`config.mk`:
```
export PLATFORM = sky130hd
export DESIGN_NAME = wb_jtag_driver
export DESIGN_NICKNAME = d
export VERILOG_FILES = /design/src/rtl/wb_jtag_driver.sv
export SDC_FILE = /design/constraint.sdc
export NUM_CORES = 1
export LEC_CHECK = 0
export CORE_AREA = 8 8 137 139
export DETAILED_ROUTE_END_ITERATION = 10
export DIE_AREA = 0 0 145 147
export PLACE_DENSITY = 0.68
export SETUP_SLACK_MARGIN = 0.2
export SLEW_MARGIN = 15
export SYNTH_ARGS = -nofsm -noshare
export SYNTH_HDL_FRONTEND = slang
export SYNTH_SLANG_ARGS = --single-unit
```
`constraint.sdc`:
```
create_clock -name wb_clk_i -period 2.9 [get_ports wb_clk_i]
set_input_delay 0.29 -clock wb_clk_i [delete_from_list [all_inputs] [get_ports wb_clk_i]]
set_output_delay 0.29 -clock wb_clk_i [all_outputs]
set_load 0.05 [all_outputs]
```
`src/rtl/wb_jtag_driver.sv`:
```
// Wishbone-controlled JTAG initiator: runs IR/DR scans and TAP resets through
// a divided TCK and captures TDO into a readable register.
module wb_jtag_driver #(
    parameter logic [15:0] DEFAULT_DIV = 16'd4
) (
    input  logic        wb_clk_i,
    input  logic        wb_rst_ni,
    input  logic [3:0]  wb_adr_i,
    input  logic [31:0] wb_dat_i,
    input  logic [3:0]  wb_sel_i,
    input  logic        wb_we_i,
    input  logic        wb_cyc_i,
    input  logic        wb_stb_i,
    output logic [31:0] wb_dat_o,
    output logic        wb_ack_o,
    output logic        wb_err_o,
    output logic        irq_o,
    output logic        tck_o,
    output logic        tms_o,
    output logic        tdi_o,
    input  logic        tdo_i
);

    typedef enum logic [2:0] {
        ST_IDLE  = 3'd0,
        ST_HDR   = 3'd1,
        ST_SHIFT = 3'd2,
        ST_TAIL  = 3'd3,
        ST_RST   = 3'd4
    } state_e;

    state_e      state_q, state_d;
    logic [15:0] div_cnt_q, div_cnt_d;
    logic [15:0] clkdiv_q, clkdiv_d;
    logic [4:0]  step_q, step_d;
    logic [4:0]  len_q, len_d;
    logic [31:0] tdi_reg_q, tdi_reg_d;
    logic [31:0] tdo_q, tdo_d;
    logic [31:0] dat_q, dat_d;
    logic        tck_q, tck_d;
    logic        tms_q, tms_d;
    logic        tdi_q, tdi_d;
    logic        ir_q, ir_d;
    logic        done_q, done_d;
    logic        ien_q, ien_d;
    logic        irq_q, irq_d;
    logic        ack_q, ack_d;

    logic        bus_req_s;
    logic        wr_s;
    logic        busy_s;
    logic        wrap_s;
    logic        tck_rise_s;
    logic        tck_fall_s;
    logic [1:0]  reg_sel_s;
    logic [4:0]  step_inc_s;
    logic [4:0]  hdr_last_s;
    logic        unused_s;

    function automatic logic [31:0] be_merge(input logic [31:0] old_v,
                                             input logic [31:0] new_v,
                                             input logic [3:0]  sel);
        logic [31:0] r;
        for (int b = 0; b < 4; b++) begin
            r[b*8 +: 8] = sel[b] ? new_v[b*8 +: 8] : old_v[b*8 +: 8];
        end
        return r;
    endfunction

    assign unused_s = ^wb_adr_i[1:0];

    // Decode of the bus request and divider/scan status.
    always_comb begin
        bus_req_s  = wb_cyc_i & wb_stb_i & ~ack_q;
        wr_s       = bus_req_s & wb_we_i;
        reg_sel_s  = wb_adr_i[3:2];
        busy_s     = (state_q != ST_IDLE);
        wrap_s     = busy_s & (div_cnt_q == clkdiv_q);
        tck_rise_s = wrap_s & ~tck_q;
        tck_fall_s = wrap_s & tck_q;
        step_inc_s = step_q + 5'd1;
        hdr_last_s = ir_q ? 5'd3 : 5'd2;
    end

    // Next-state logic: register access, scan launch and the TCK-driven FSM.
    always_comb begin
        state_d   = state_q;
        div_cnt_d = div_cnt_q;
        clkdiv_d  = clkdiv_q;
        step_d    = step_q;
        len_d     = len_q;
        tdi_reg_d = tdi_reg_q;
        tdo_d     = tdo_q;
        tck_d     = tck_q;
        tms_d     = tms_q;
        tdi_d     = tdi_q;
        ir_d      = ir_q;
        done_d    = done_q;
        ien_d     = ien_q;
        ack_d     = bus_req_s;
        irq_d     = done_q & ien_q;

        if (bus_req_s && !wb_we_i) begin
            case (reg_sel_s)
                2'd0:    dat_d = {19'd0, len_q, 4'd0, ien_q, done_q, ir_q, busy_s};
                2'd1:    dat_d = tdi_reg_q;
                2'd2:    dat_d = tdo_q;
                2'd3:    dat_d = {16'd0, clkdiv_q};
                default: dat_d = 32'd0;
            endcase
        end else begin
            dat_d = 32'd0;
        end

        if (wr_s) begin
            case (reg_sel_s)
                2'd0: begin
                    ien_d = wb_dat_i[3];
                    if (wb_dat_i[2]) begin
                        done_d = 1'b0;
                    end else begin
                        done_d = done_q;
                    end
                    if (!busy_s) begin
                        ir_d  = wb_dat_i[1];
                        len_d = wb_dat_i[12:8];
                        // TAP reset takes priority over a scan request.
                        if (wb_dat_i[4]) begin
                            state_d   = ST_RST;
                            step_d    = 5'd0;
                            tms_d     = 1'b1;
                            tck_d     = 1'b0;
                            div_cnt_d = 16'd0;
                        end else if (wb_dat_i[0]) begin
                            state_d   = ST_HDR;
                            step_d    = 5'd0;
                            tms_d     = 1'b1;
                            tck_d     = 1'b0;
                            div_cnt_d = 16'd0;
                            done_d    = 1'b0;
                            tdo_d     = 32'd0;
                        end else begin
                            state_d = state_q;
                        end
                    end else begin
                        ir_d = ir_q;
                    end
                end
                2'd1: begin
                    if (!busy_s) begin
                        tdi_reg_d = be_merge(tdi_reg_q, wb_dat_i, wb_sel_i);
                    end else begin
                        tdi_reg_d = tdi_reg_q;
                    end
                end
                2'd3: begin
                    if (!busy_s) begin
                        clkdiv_d[7:0]  = wb_sel_i[0] ? wb_dat_i[7:0]  : clkdiv_q[7:0];
                        clkdiv_d[15:8] = wb_sel_i[1] ? wb_dat_i[15:8] : clkdiv_q[15:8];
                    end else begin
                        clkdiv_d = clkdiv_q;
                    end
                end
                default: begin
                    tdo_d = tdo_q;
                end
            endcase
        end else begin
            ack_d = bus_req_s;
        end

        // TMS/TDI advance only on falling TCK; TDO is sampled on rising TCK.
        if (busy_s) begin
            if (wrap_s) begin
                div_cnt_d = 16'd0;
                tck_d     = ~tck_q;
            end else begin
                div_cnt_d = div_cnt_q + 16'd1;
                tck_d     = tck_q;
            end
            if (tck_rise_s && (state_q == ST_SHIFT)) begin
                tdo_d[step_q] = tdo_i;
            end else begin
                tdo_d = tdo_q;
            end
            if (tck_fall_s) begin
                case (state_q)
                    ST_HDR: begin
                        if (step_q == hdr_last_s) begin
                            state_d = ST_SHIFT;
                            step_d  = 5'd0;
                            tms_d   = (len_q == 5'd0);
                            tdi_d   = tdi_reg_q[0];
                        end else begin
                            step_d = step_inc_s;
                            tms_d  = ir_q & (step_inc_s == 5'd1);
                        end
                    end
                    ST_SHIFT: begin
                        if (step_q == len_q) begin
                            state_d = ST_TAIL;
                            step_d  = 5'd0;
                            tms_d   = 1'b1;
                        end else begin
                            step_d = step_inc_s;
                            tdi_d  = tdi_reg_q[step_inc_s];
                            tms_d  = (step_inc_s == len_q);
                        end
                    end
                    ST_TAIL: begin
                        if (step_q == 5'd0) begin
                            step_d = 5'd1;
                            tms_d  = 1'b0;
                        end else begin
                            state_d = ST_IDLE;
                            step_d  = 5'd0;
                            tms_d   = 1'b0;
                            done_d  = 1'b1;
                        end
                    end
                    ST_RST: begin
                        if (step_q == 5'd5) begin
                            state_d = ST_IDLE;
                            step_d  = 5'd0;
                            tms_d   = 1'b0;
                            done_d  = 1'b1;
                        end else begin
                            step_d = step_inc_s;
                            tms_d  = (step_inc_s != 5'd5);
                        end
                    end
                    default: begin
                        state_d = ST_IDLE;
                        tms_d   = 1'b0;
                    end
                endcase
            end else begin
                step_d = step_d;
            end
        end else begin
            div_cnt_d = 16'd0;
            tck_d     = 1'b0;
        end
    end

    // State and output registers.
    always_ff @(posedge wb_clk_i or negedge wb_rst_ni) begin
        if (!wb_rst_ni) begin
            state_q   <= ST_IDLE;
            div_cnt_q <= 16'd0;
            clkdiv_q  <= DEFAULT_DIV;
            step_q    <= 5'd0;
            len_q     <= 5'd0;
            tdi_reg_q <= 32'd0;
            tdo_q     <= 32'd0;
            dat_q     <= 32'd0;
            tck_q     <= 1'b0;
            tms_q     <= 1'b1;
            tdi_q     <= 1'b0;
            ir_q      <= 1'b0;
            done_q    <= 1'b0;
            ien_q     <= 1'b0;
            irq_q     <= 1'b0;
            ack_q     <= 1'b0;
        end else begin
            state_q   <= state_d;
            div_cnt_q <= div_cnt_d;
            clkdiv_q  <= clkdiv_d;
            step_q    <= step_d;
            len_q     <= len_d;
            tdi_reg_q <= tdi_reg_d;
            tdo_q     <= tdo_d;
            dat_q     <= dat_d;
            tck_q     <= tck_d;
            tms_q     <= tms_d;
            tdi_q     <= tdi_d;
            ir_q      <= ir_d;
            done_q    <= done_d;
            ien_q     <= ien_d;
            irq_q     <= irq_d;
            ack_q     <= ack_d;
        end
    end

    assign wb_dat_o = dat_q;
    assign wb_ack_o = ack_q;
    assign wb_err_o = 1'b0;
    assign irq_o    = irq_q;
    assign tck_o    = tck_q;
    assign tms_o    = tms_q;
    assign tdi_o    = tdi_q;

endmodule
```
==> flow_metrics.tcl <==
set metrics [dict create \
    grt_use_total_pct 18.6 \
    instances_no_fill 983 \
    path_cells "inv_1 -> ha_1 -> buf_4 -> mux4_2 -> mux2_2 -> o32a_1 -> a32oi_1 -> a31oi_1" \
    nFillCells 1413 \
    grt_setup_unrepaired "no" \
    fp-row-count 48 \
    critical-path-slowest-cell "ha_1" \
    synth_cells 658 \
    n_antenna_cell 0 \
    wirelength_um 19600 \
    cts_buffers 17 \
    fmax_mhz 390 \
    grt_pass1_vias 5730 \
    grt_antenna_before_repair 0 \
    clock_sinks 149 \
    finalPower_mw 6.40 \
    ir_drop_mv 0.458 \
    crit_buf_inv 2 \
    placed_cells 949 \
    final_nets 796 \
    overflow 0 \
    place.gp.congestion 0.868 \
    synth_area_um2 7360 \
    fp.dieArea_um2 21300 \
    vias 5554 \
    htreeDepth 4 \
    design.core.area_um2 16800 \
    layout_common_cells "dfrtp_1 (147), clkdlybuf4s50_1 (79), nor2_1 (78)" \
    finalCriticalPeriod_ns 2.57 \
    synth_edf_count 0 \
    slowest_delay_ns 0.52 \
    layout_commonest_cell "dfrtp_1" \
    ys_seq_area_share_pct 50.7 \
    area_delta_synth_final_pct 22.8 \
    dr.first_iter.drc_count 525 \
    timing.slew.headroom_pct 51.8 \
    tritoncts "built" \
    drive_above_1_share_pct 19.1 \
    wl_per_cell_um 19.9 \
    criticalPathCategory "flip-flop to flip-flop" \
    crit_cells 8 \
    path_max_fanout 5 \
    finalInstanceArea_um2 9040 \
    tightestPinTransition_ns 0.720 \
    portBuffers 80 \
    cp.arrival_ns 2.84 \
    avgSynthCellArea_um2 11.2 \
    outcome "completed" \
    routed_via_density 5.65 \
    drc 0 \
    clk_latency_ns 0.42 \
    critPathRequiredTime_ns 3.18 \
    synthFlopType "dfrtp_1" \
    boundaryPins 84 \
    fp.dieW_um 145 \
    clkSlewWorstSetupHoldPaths_ns 0.06 \
    clockBufferDepth 2 \
    synth_nets 709 \
    dpl_cell_area_um2 8450 \
    r2r_start "step_q[0]" \
    drv_cap 0 \
    finalMaxSlewViolations 0 \
    synth-seq-cells 149 \
    p_per_area_nw_per_um2 708 \
    hold_viol_final 0 \
    tns_ns 0 \
    cp-end-kind "flip-flop" \
    dr.pass1.iters 5 \
    chipHeight_um 147 \
    yosysWarnings 0 \
    start_kind "flip-flop" \
    start_util_pct 43.9 \
    finalSetupViolCount 0 \
    r2r_slack_ns 0.33 \
    ff2ff_path_depth 8 \
    cp_top_family "multiplexers" \
    seqCellArea_um2 3730 \
    antenna_left 0 \
    grt_max_degree 71 \
    yosysUniqueCellTypes 56 \
    hp-class "input port to async pin" \
    rr_endpoint "tdi_o" \
    leakagePower_nw 3.86 \
    hpwl_um 14000 \
    multiInputGateArea_um2 3420 \
    fin_skew_ns 0.00651 \
    grt_pass1_wl_um 31400 \
    ys_async_sr_fraction_pct 100 \
    finalCritPeriodShare_pct 88.5 \
    root_buffer "clkbuf_16" \
]
cell type report:
cell class / instances / share of cell area (%)
Timing Repair Buffer: 106 / 11.2
Inverter: 8 / 0.332
Tap cell: 225 / 3.12
Clock inverter: 11 / 1.14
Clock buffer: 21 / 5.09
Multi-Input combinational cell: 463 / 37.8
Sequential cell: 149 / 41.3
stage by stage:
step / setup slack, ns / utilization (%) / hold WS, ns
floorplan: 0.300 / - / -0.00559
global placement: 0.295 / 50.4 / 0.328
detailed placement: 0.238 / 50.4 / 0.344
CTS: 0.205 / 53.9 / 0.448
global route: 0.205 / 53.9 / 0.463
finish: 0.334 / 53.9 / 0.438
worst max path at each step:
stage	start	endpoint	slack [ns]
floorplan	step_q[0]	tdi_o	0.30
global placement	div_cnt_q[11]	tdo_q[24]	0.30
detailed placement	div_cnt_q[11]	tdo_q[20]	0.24
CTS	div_cnt_q[11]	tdo_q[8]	0.20
global route	div_cnt_q[11]	tdo_q[14]	0.20
finish	step_q[0]	tdi_o	0.33
per-layer routing:
layer | track usage [%] | vias up | share of wire [%]
met5 | 0 | - | 0
met4 | 8.10 | 0 | 2.9
met3 | 4.03 | 38 | 5.0
met2 | 30.3 | 183 | 49
met1 | 23.6 | 2788 | 43
li1 | - | 2545 | -
Yosys cell counts (all sizes together) (5+ instances only):
master	count	share of area (%)
buf	16	1.4
and3	6	0.51
mux4	17	5.2
a22oi	23	2.3
a31oi	5	0.43
dfrtp	147	50
nor2b	13	1.1
and2	5	0.43
xor2	30	3.6
inv	8	0.41
nor3	10	0.68
nor2	79	4.1
nor4	7	0.88
xnor2	12	1.4
a21oi	6	0.41
nand2	43	2.2
mux2	58	8.9
nand3	20	1.4
o2bb2ai	33	3.9
ha	5	0.85
nand4	9	0.85
or3	5	0.43
o21ai	44	3.0
clkbuf	22	1.1
kinds of logic (layout without fill, tap and decap cells):
family	after synthesis	in the layout	synth area share [%]
muxes	77	77	14.4
and+or+nand+nor	209	209	13.8
other	1	1	0.0510
adders and majority gates	5	5	0.850
AOI/OAI and AO/OA	129	129	12.4
buffers and inverters	46	146	2.91
xor gates and xnor gates	42	42	5.00
DFF	149	149	50.7
flip-flops by register name, indices dropped and copies added (netlist names):
register   flops
tdi_reg_q     32
tms_o          1
tdi_o          1
done_q         1
ien_q          1
wb_ack_o       1
clkdiv_q      16
div_cnt_q     16
tck_o          1
len_q          5
step_q         5
tdo_q         32
wb_dat_o      32
state_q        3
ir_q           1
irq_o          1
power breakdown:
group | internal (mW) | switching, mW
sequential | 2.35 | 0.281
combinational | 0.748 | 0.932
clock | 1.23 | 0.858
total | 4.33 | 2.07
what timing repair did:
action	4_1_cts	5_1_grt
setup endpoints to repair	0	14
hold buffers	1	0
gates resized for setup	0	1
setup buffers	0	1
endpoints found under the hold margin	66	0
(Power assumes the default switching activity.)
